===== config.mk =====
export PLATFORM = sky130hd
export DESIGN_NAME = key_evolution_flat
export DESIGN_NICKNAME = d
export VERILOG_FILES = /design/src/rtl/key_evolution_if.sv /design/src/rtl/key_evolution.sv /design/src/flat_wrapper.sv
export SDC_FILE = /design/constraint.sdc
export NUM_CORES = 2
export LEC_CHECK = 0
export ABC_AREA = 1
export CORE_MARGIN = 10
export CORE_UTILIZATION = 43
export DETAILED_ROUTE_END_ITERATION = 12
export SYNTH_ARGS = -nofsm -noshare
export SYNTH_HDL_FRONTEND = slang
export SYNTH_SLANG_ARGS = --single-unit
export TNS_END_PERCENT = 20

===== constraint.sdc =====
create_clock -name clk -period 3.6 [get_ports clk]
set_input_delay 0.36 -clock clk [delete_from_list [all_inputs] [get_ports clk]]
set_output_delay 0.36 -clock clk [all_outputs]
set_load 0.01 [all_outputs]

===== src/rtl/key_evolution_if.sv =====
// Handshake bundle between the key source and the Anubis key-evolution engine.
// The engine side uses the slave modport; whoever starts a schedule uses master.
interface key_evolution_if;
    logic         start;
    logic [127:0] cipher_key;
    logic [127:0] evolutioned_key;
    logic [3:0]   round_num;
    logic [3:0]   counter;
    logic         load_key;
    logic         busy;
    logic         done;

    modport master (
        output start, cipher_key,
        input  evolutioned_key, round_num, counter, load_key, busy, done
    );

    modport slave (
        input  start, cipher_key,
        output evolutioned_key, round_num, counter, load_key, busy, done
    );
endinterface


===== src/rtl/key_evolution.sv =====
// Anubis 128-bit key evolution (N = 4, R = 12): emits K^0..K^12, one per 16-cycle slot,
// together with the counter / round_num / load_key timing consumed by key_selection.

// Byte-wise Anubis S-box built from the P and Q 4-bit mini-boxes.
module gamma #(
    parameter int BYTES = 16
) (
    input  logic [8*BYTES-1:0] a,
    output logic [8*BYTES-1:0] b
);
    localparam logic [63:0] P_BOX = 64'h3FE0_54BC_DA96_7821;
    localparam logic [63:0] Q_BOX = 64'h9E56_A23C_F04D_7B18;

    function automatic logic [3:0] mini_p(input logic [3:0] x);
        return P_BOX[63 - 4*int'(x) -: 4];
    endfunction

    function automatic logic [3:0] mini_q(input logic [3:0] x);
        return Q_BOX[63 - 4*int'(x) -: 4];
    endfunction

    // Three mini-box layers with the middle bit pairs swapped between layers.
    function automatic logic [7:0] sbox(input logic [7:0] u);
        logic [3:0] hi, lo;
        hi = mini_p(u[7:4]);
        lo = mini_q(u[3:0]);
        {hi, lo} = {hi[3:2], lo[3:2], hi[1:0], lo[1:0]};
        hi = mini_q(hi);
        lo = mini_p(lo);
        {hi, lo} = {hi[3:2], lo[3:2], hi[1:0], lo[1:0]};
        return {mini_p(hi), mini_q(lo)};
    endfunction

    for (genvar k = 0; k < BYTES; k++) begin : g_byte
        assign b[8*k+7 -: 8] = sbox(a[8*k+7 -: 8]);
    end
endmodule

// Row-wise multiplication by had(01,02,04,06) over GF(2^8) mod x^8+x^4+x^3+x^2+1, registered.
module theta (
    input  logic         clk,
    input  logic         reset,
    input  logic         en,
    input  logic [127:0] a,
    output logic [127:0] b
);
    logic [127:0] mix;

    function automatic logic [7:0] xtime(input logic [7:0] x);
        return {x[6:0], 1'b0} ^ (x[7] ? 8'h1D : 8'h00);
    endfunction

    function automatic logic [7:0] mul_h(input logic [7:0] x, input logic [1:0] sel);
        logic [7:0] x2, x4;
        x2 = xtime(x);
        x4 = xtime(x2);
        case (sel)
            2'd0:    return x;
            2'd1:    return x2;
            2'd2:    return x4;
            default: return x4 ^ x2;
        endcase
    endfunction

    function automatic logic [7:0] mix_byte(input logic [127:0] m, input int i, input int j);
        logic [7:0] acc;
        acc = 8'h00;
        for (int k = 0; k < 4; k++)
            acc ^= mul_h(m[127 - 8*(4*i+k) -: 8], 2'(k ^ j));
        return acc;
    endfunction

    // NOTE: every always_comb output gets a default first so no path can infer a latch.
    always_comb begin
        mix = '0;
        for (int i = 0; i < 4; i++)
            for (int j = 0; j < 4; j++)
                mix[127 - 8*(4*i+j) -: 8] = mix_byte(a, i, j);
    end

    // NOTE: sequential state uses non-blocking assignments so all flops update together.
    always_ff @(posedge clk or negedge reset) begin
        if (!reset)  b <= '0;
        else if (en) b <= mix;
    end
endmodule

module key_evolution #(
    parameter int SLOT_LEN   = 16,
    parameter int LAST_ROUND = 12
) (
    input  logic             clk,
    input  logic             reset,
    key_evolution_if.slave   bus
);
    localparam logic [3:0] SLOT_END  = 4'(SLOT_LEN - 1);
    localparam logic [3:0] ROUND_END = 4'(LAST_ROUND);

    typedef enum logic [1:0] {IDLE, RUN, DONE} state_t;

    state_t       state;
    logic [127:0] ekey;
    logic [3:0]   round_q;
    logic [3:0]   counter_q;
    logic         load_q;
    logic         busy_q;
    logic         done_q;

    logic [127:0] gamma_q, pi_q, theta_q, next_key;
    logic [127:0] gamma_out, theta_out;
    logic [31:0]  rc_in, rc_out;
    logic         theta_en;

    function automatic logic [127:0] pi_rot(input logic [127:0] m);
        logic [127:0] r;
        r = '0;
        for (int i = 0; i < 4; i++)
            for (int j = 0; j < 4; j++)
                r[127 - 8*(4*i+j) -: 8] = m[127 - 8*(4*((i - j + 4) % 4) + j) -: 8];
        return r;
    endfunction

    gamma #(.BYTES(16)) u_gamma (.a(ekey), .b(gamma_out));

    // Round constant row for K^(r+1): S-box of bytes 4r..4r+3.
    assign rc_in = {2'b00, round_q, 2'd0, 2'b00, round_q, 2'd1,
                    2'b00, round_q, 2'd2, 2'b00, round_q, 2'd3};
    gamma #(.BYTES(4)) u_rc (.a(rc_in), .b(rc_out));

    assign theta_en = (state == RUN) && (counter_q == 4'd8);
    theta u_theta (.clk(clk), .reset(reset), .en(theta_en), .a(pi_q), .b(theta_out));

    always_ff @(posedge clk or negedge reset) begin
        if (!reset) begin
            state     <= IDLE;
            ekey      <= '0;
            round_q   <= '0;
            counter_q <= '0;
            load_q    <= 1'b0;
            busy_q    <= 1'b0;
            done_q    <= 1'b0;
        end else begin
            done_q <= 1'b0;
            case (state)
                IDLE: begin
                    if (bus.start) begin
                        state     <= RUN;
                        ekey      <= bus.cipher_key;
                        round_q   <= '0;
                        counter_q <= '0;
                        load_q    <= 1'b1;
                        busy_q    <= 1'b1;
                    end
                end
                RUN: begin
                    counter_q <= counter_q + 4'd1;
                    if (counter_q == SLOT_END) begin
                        counter_q <= '0;
                        if (round_q == ROUND_END) begin
                            state  <= DONE;
                            load_q <= 1'b0;
                            busy_q <= 1'b0;
                            done_q <= 1'b1;
                        end else begin
                            ekey    <= next_key;
                            round_q <= round_q + 4'd1;
                        end
                    end
                end
                DONE:    state <= IDLE;
                default: state <= IDLE;
            endcase
        end
    end

    // NOTE: the pipeline registers are datapath, but they still clear on reset so a
    // reset mid-run can never leak a partial key into the next schedule.
    always_ff @(posedge clk or negedge reset) begin
        if (!reset) begin
            gamma_q  <= '0;
            pi_q     <= '0;
            theta_q  <= '0;
            next_key <= '0;
        end else if (state == RUN) begin
            if (counter_q == 4'd2)  gamma_q  <= gamma_out;
            if (counter_q == 4'd5)  pi_q     <= pi_rot(gamma_q);
            if (counter_q == 4'd9)  theta_q  <= theta_out;
            if (counter_q == 4'd12) next_key <= theta_q ^ {rc_out, 96'b0};
        end
    end

    assign bus.evolutioned_key = ekey;
    assign bus.round_num       = round_q;
    assign bus.counter         = counter_q;
    assign bus.load_key        = load_q;
    assign bus.busy            = busy_q;
    assign bus.done            = done_q;
endmodule

===== src/flat_wrapper.sv =====
// flat-port wrapper written by rule: the top's interface ports become plain ports
module key_evolution_flat 
#(
    parameter int SLOT_LEN   = 16,
    parameter int LAST_ROUND = 12
)
  (clk, reset, bus_start, bus_cipher_key, bus_evolutioned_key, bus_round_num, bus_counter, bus_load_key, bus_busy, bus_done);
  key_evolution_if bus_i ();
  input  logic clk;
  input  logic reset;
  input wire logic [$bits(bus_i.start)-1:0] bus_start;
  input wire logic [$bits(bus_i.cipher_key)-1:0] bus_cipher_key;
  output wire logic [$bits(bus_i.evolutioned_key)-1:0] bus_evolutioned_key;
  output wire logic [$bits(bus_i.round_num)-1:0] bus_round_num;
  output wire logic [$bits(bus_i.counter)-1:0] bus_counter;
  output wire logic [$bits(bus_i.load_key)-1:0] bus_load_key;
  output wire logic [$bits(bus_i.busy)-1:0] bus_busy;
  output wire logic [$bits(bus_i.done)-1:0] bus_done;
  assign bus_i.start = bus_start;
  assign bus_i.cipher_key = bus_cipher_key;
  assign bus_evolutioned_key = bus_i.evolutioned_key;
  assign bus_round_num = bus_i.round_num;
  assign bus_counter = bus_i.counter;
  assign bus_load_key = bus_i.load_key;
  assign bus_busy = bus_i.busy;
  assign bus_done = bus_i.done;
  key_evolution #(.SLOT_LEN(SLOT_LEN), .LAST_ROUND(LAST_ROUND)) u_core (.clk(clk), .reset(reset), .bus(bus_i));
endmodule

==> flow_summary.yaml <==
yosys:
  ys_seq_elements: 780
  syn_nets: 7430
  yosysWarnings: 0
  synth_top_family_by_area: "simple AND/OR/NAND/NOR gates"
  yosysSeqAreaShare: 0.3620
  avgSynthCellArea_um2: 7.790
  yosysUniqueCellTypes: 59
  synth.mux.area_fraction: 0.03423
  syn_inst: 6922
  synthAdderAreaFrac: 0.08748
  synthSimpleGateAreaFrac: 0.2103
  yosys.area_share.xor_xnor: 0.09902
  syn_area_um2: 53920
  synth_compound_area_frac: 0.1322
setup_path:
  r2r-end: "u_core.gamma_q[60]"
  r2r-start: "u_core.bus.evolutioned_key[56]"
  r2r_slack_ns: 0.43
  criticalPathCategory: "flip-flop to flip-flop"
  crit_path_max_fanout: 6
  cp_data_required_time_ns: 4.18
  cp.arrival_ns: 3.75
  setup.worst_path.end_class: "flip-flop"
  startpoint_type: "flip-flop"
  r2r_cells: 16
worst_hold_path:
  hold_path.class: "input pin to asynchronous set/reset pin"
route:
  drt_wl_total_mm: 145.4
  vias: 44680
  wl_per_cell_um: 16.48
  ant_nets: 0
  drc_errors: 0
  dr.pass1.iters: 5
  via_per_inst: 5.063
  drt_iter0_drc: 2698
global_route:
  grt_usage: 0.2036
  antenna_found_initial: 1
  grt_pass1_wl_mm: 235.1
  gr-total-overflow: 0
  grt_max_degree: 135
  grt_pass1_vias: 43120
final_layout:
  areaGrowthSynthToFinish_pct: 14.26
  fin_nets: 7620
  drive_gt1_frac: 0.09530
  final_common_cell: "nand2_1"
  antenna_cells: 0
  final_cell_mix: "nand2_1 (2162), dfrtp_1 (780), inv_1 (637)"
  final_cells: 8825
cts:
  clock_latency_ns: 0.72
  cts-buffers-inserted: 94
  cts_sinks: 780
  cts-root-buf: "clkbuf_16"
  cts_tree: "done"
  ctsHoldBuffers: 1
  cts_setup_buffers: 0
  path_clk_slew_ns: 0.06
  clk_path_buf_depth: 3
  cts_resized: 0
  htree_levels: 3
power:
  finalPower_mw: 19.31
  p_per_area_nw_per_um2: 313.5
  p_leak_nw: 29.91
  vdd_drop_max_v: 0.0003644
placed_design:
  place_hpwl_mm: 109.7
  io_buffers: 269
  place_inst: 8652
  gp_congestion: 0.8969
sta:
  finalMaxSlewViolations: 0
  finalCritPeriodShare: 0.8803
  rsz0062_at_grt: "no"
  final-setup-viol-count: 0
  timing.hold.ws_ns: 0.2150
  max_freq_mhz: 315.6
  setup_tns_ns: 0
  worst_clock_skew_ns: 0.03911
  worst_pin_slew_ns: 0.9836
  finalCriticalPeriod_ns: 3.169
  finalHoldViolCount: 0
  slew_headroom: 0.3443
floorplan:
  core_area_um2: 124100
  fp-row-count: 129
  die_w_um: 374.1
  start_util: 0.4344
  dieHeight_um: 374.1
  dieArea_um2: 140000
  io_pins: 270
outcome:
  status: "finished clean"
run:
  maxCapViolCount: 0
stage by stage:
stage               setup slack, ns  instance area [um2]  utilization
global placement             0.5895                58280       0.4695
detailed placement           0.4711                58280       0.4695
CTS                          0.4474                61610       0.4964
finish                       0.4309                61610       0.4964
floorplan                    0.7483                53920            -
global route                0.08948                61610       0.4964
worst max path at each step:
stage                                    from                   to  slack [ns]  depth (start not counted)
3_3_place_gp   u_core.bus.evolutioned_key[88]   u_core.gamma_q[91]        0.59                         19
6_report       u_core.bus.evolutioned_key[56]   u_core.gamma_q[60]        0.43                         16
2_1_floorplan  u_core.bus.evolutioned_key[88]   u_core.gamma_q[91]        0.75                         19
3_5_place_dp   u_core.bus.evolutioned_key[88]   u_core.gamma_q[91]        0.47                         19
5_1_grt        u_core.bus.evolutioned_key[89]   u_core.gamma_q[91]        0.09                         19
4_1_cts        u_core.bus.evolutioned_key[96]  u_core.gamma_q[102]        0.45                         19
cell type report:
class	instances	area, um2
fillers	11970	62510
multi-input cells	5162	30390
flip-flops and latches	780	19520
repair buffers	338	3556
inverters	736	2778
clock buffers	121	2635
well taps	1637	2048
clock inverters	51	686.9
layer usage:
layer  global-route usage  wire [um]
met1               0.2684      67100
met2               0.3504      70090
met3              0.02449       4863
met4              0.05484       3351
met5                    0          0
synthesized netlist by cell type (all sizes together):
cell type  instances  area (um2)
o32ai              1       8.760
a31oi             40       265.3
ha               377        4717
nand2           2226        8533
nand3b             4       30.03
clkinv             1       3.750
xnor2            248        2349
a2bb2oi            1       8.760
o22ai              4       25.02
nor3              11       77.57
a22oi              1       7.510
a21oi            139       744.5
xor2             338        2990
nand2b             2       12.51
nand4             12       81.33
nor2             213       840.8
o211ai           219        1659
mux2i              1       10.01
mux2             163        1836
or2               22       137.6
buf              133       850.8
nand3            314        1592
clkbuf           111       417.9
a32oi              2       17.52
and3               1       6.260
dfrtp            780       19520
and2               3       20.02
o21a               7       52.55
nor4               1       6.260
o31ai              2       15.01
o21ai            810        4324
inv              735        2761
state kept, by name, summed over array words and instances, names as in the netlist:
name,flops
u_core.gamma_q,128
u_core.bus.done,1
u_core.bus.busy,1
u_core.pi_q,128
u_core.u_theta.b,128
u_core.bus.counter,4
u_core.next_key,128
u_core.bus.evolutioned_key,128
u_core.bus.round_num,4
u_core.state,2
u_core.theta_q,128
worst max-delay path: stages (launching register included):
cell      delay, ns
dfrtp_1        0.45
inv_1          0.15
ha_1           0.34
o21ai_0        0.08
o21ai_0        0.47
ha_1           0.34
nand2_1        0.08
o21ai_0        0.10
a21oi_2        0.29
inv_1          0.10
ha_1           0.21
inv_1          0.07
nand3_1        0.08
o211ai_1       0.10
nand2_1        0.07
nand2_1        0.07
nand2_1        0.06
logic make-up (layout without fill, tap and decap cells):
group | count (synthesis) | count (layout)
DFF | 780 | 780
muxes | 164 | 164
adders and majority gates | 377 | 377
AOI/OAI and AO/OA | 1226 | 1226
buffers and inverters | 980 | 1246
xor gates and xnor gates | 586 | 586
and+or+nand+nor | 2809 | 2809
power breakdown:
group          switching [mW]  total (mW)  internal, mW  leakage [nW]
Combinational           0.209       0.360         0.152          19.4
Clock                    4.11        10.2          6.08          1.60
Sequential                  0        8.77          8.77          8.88
No activity file was read; power rests on OpenSTA's default activity.
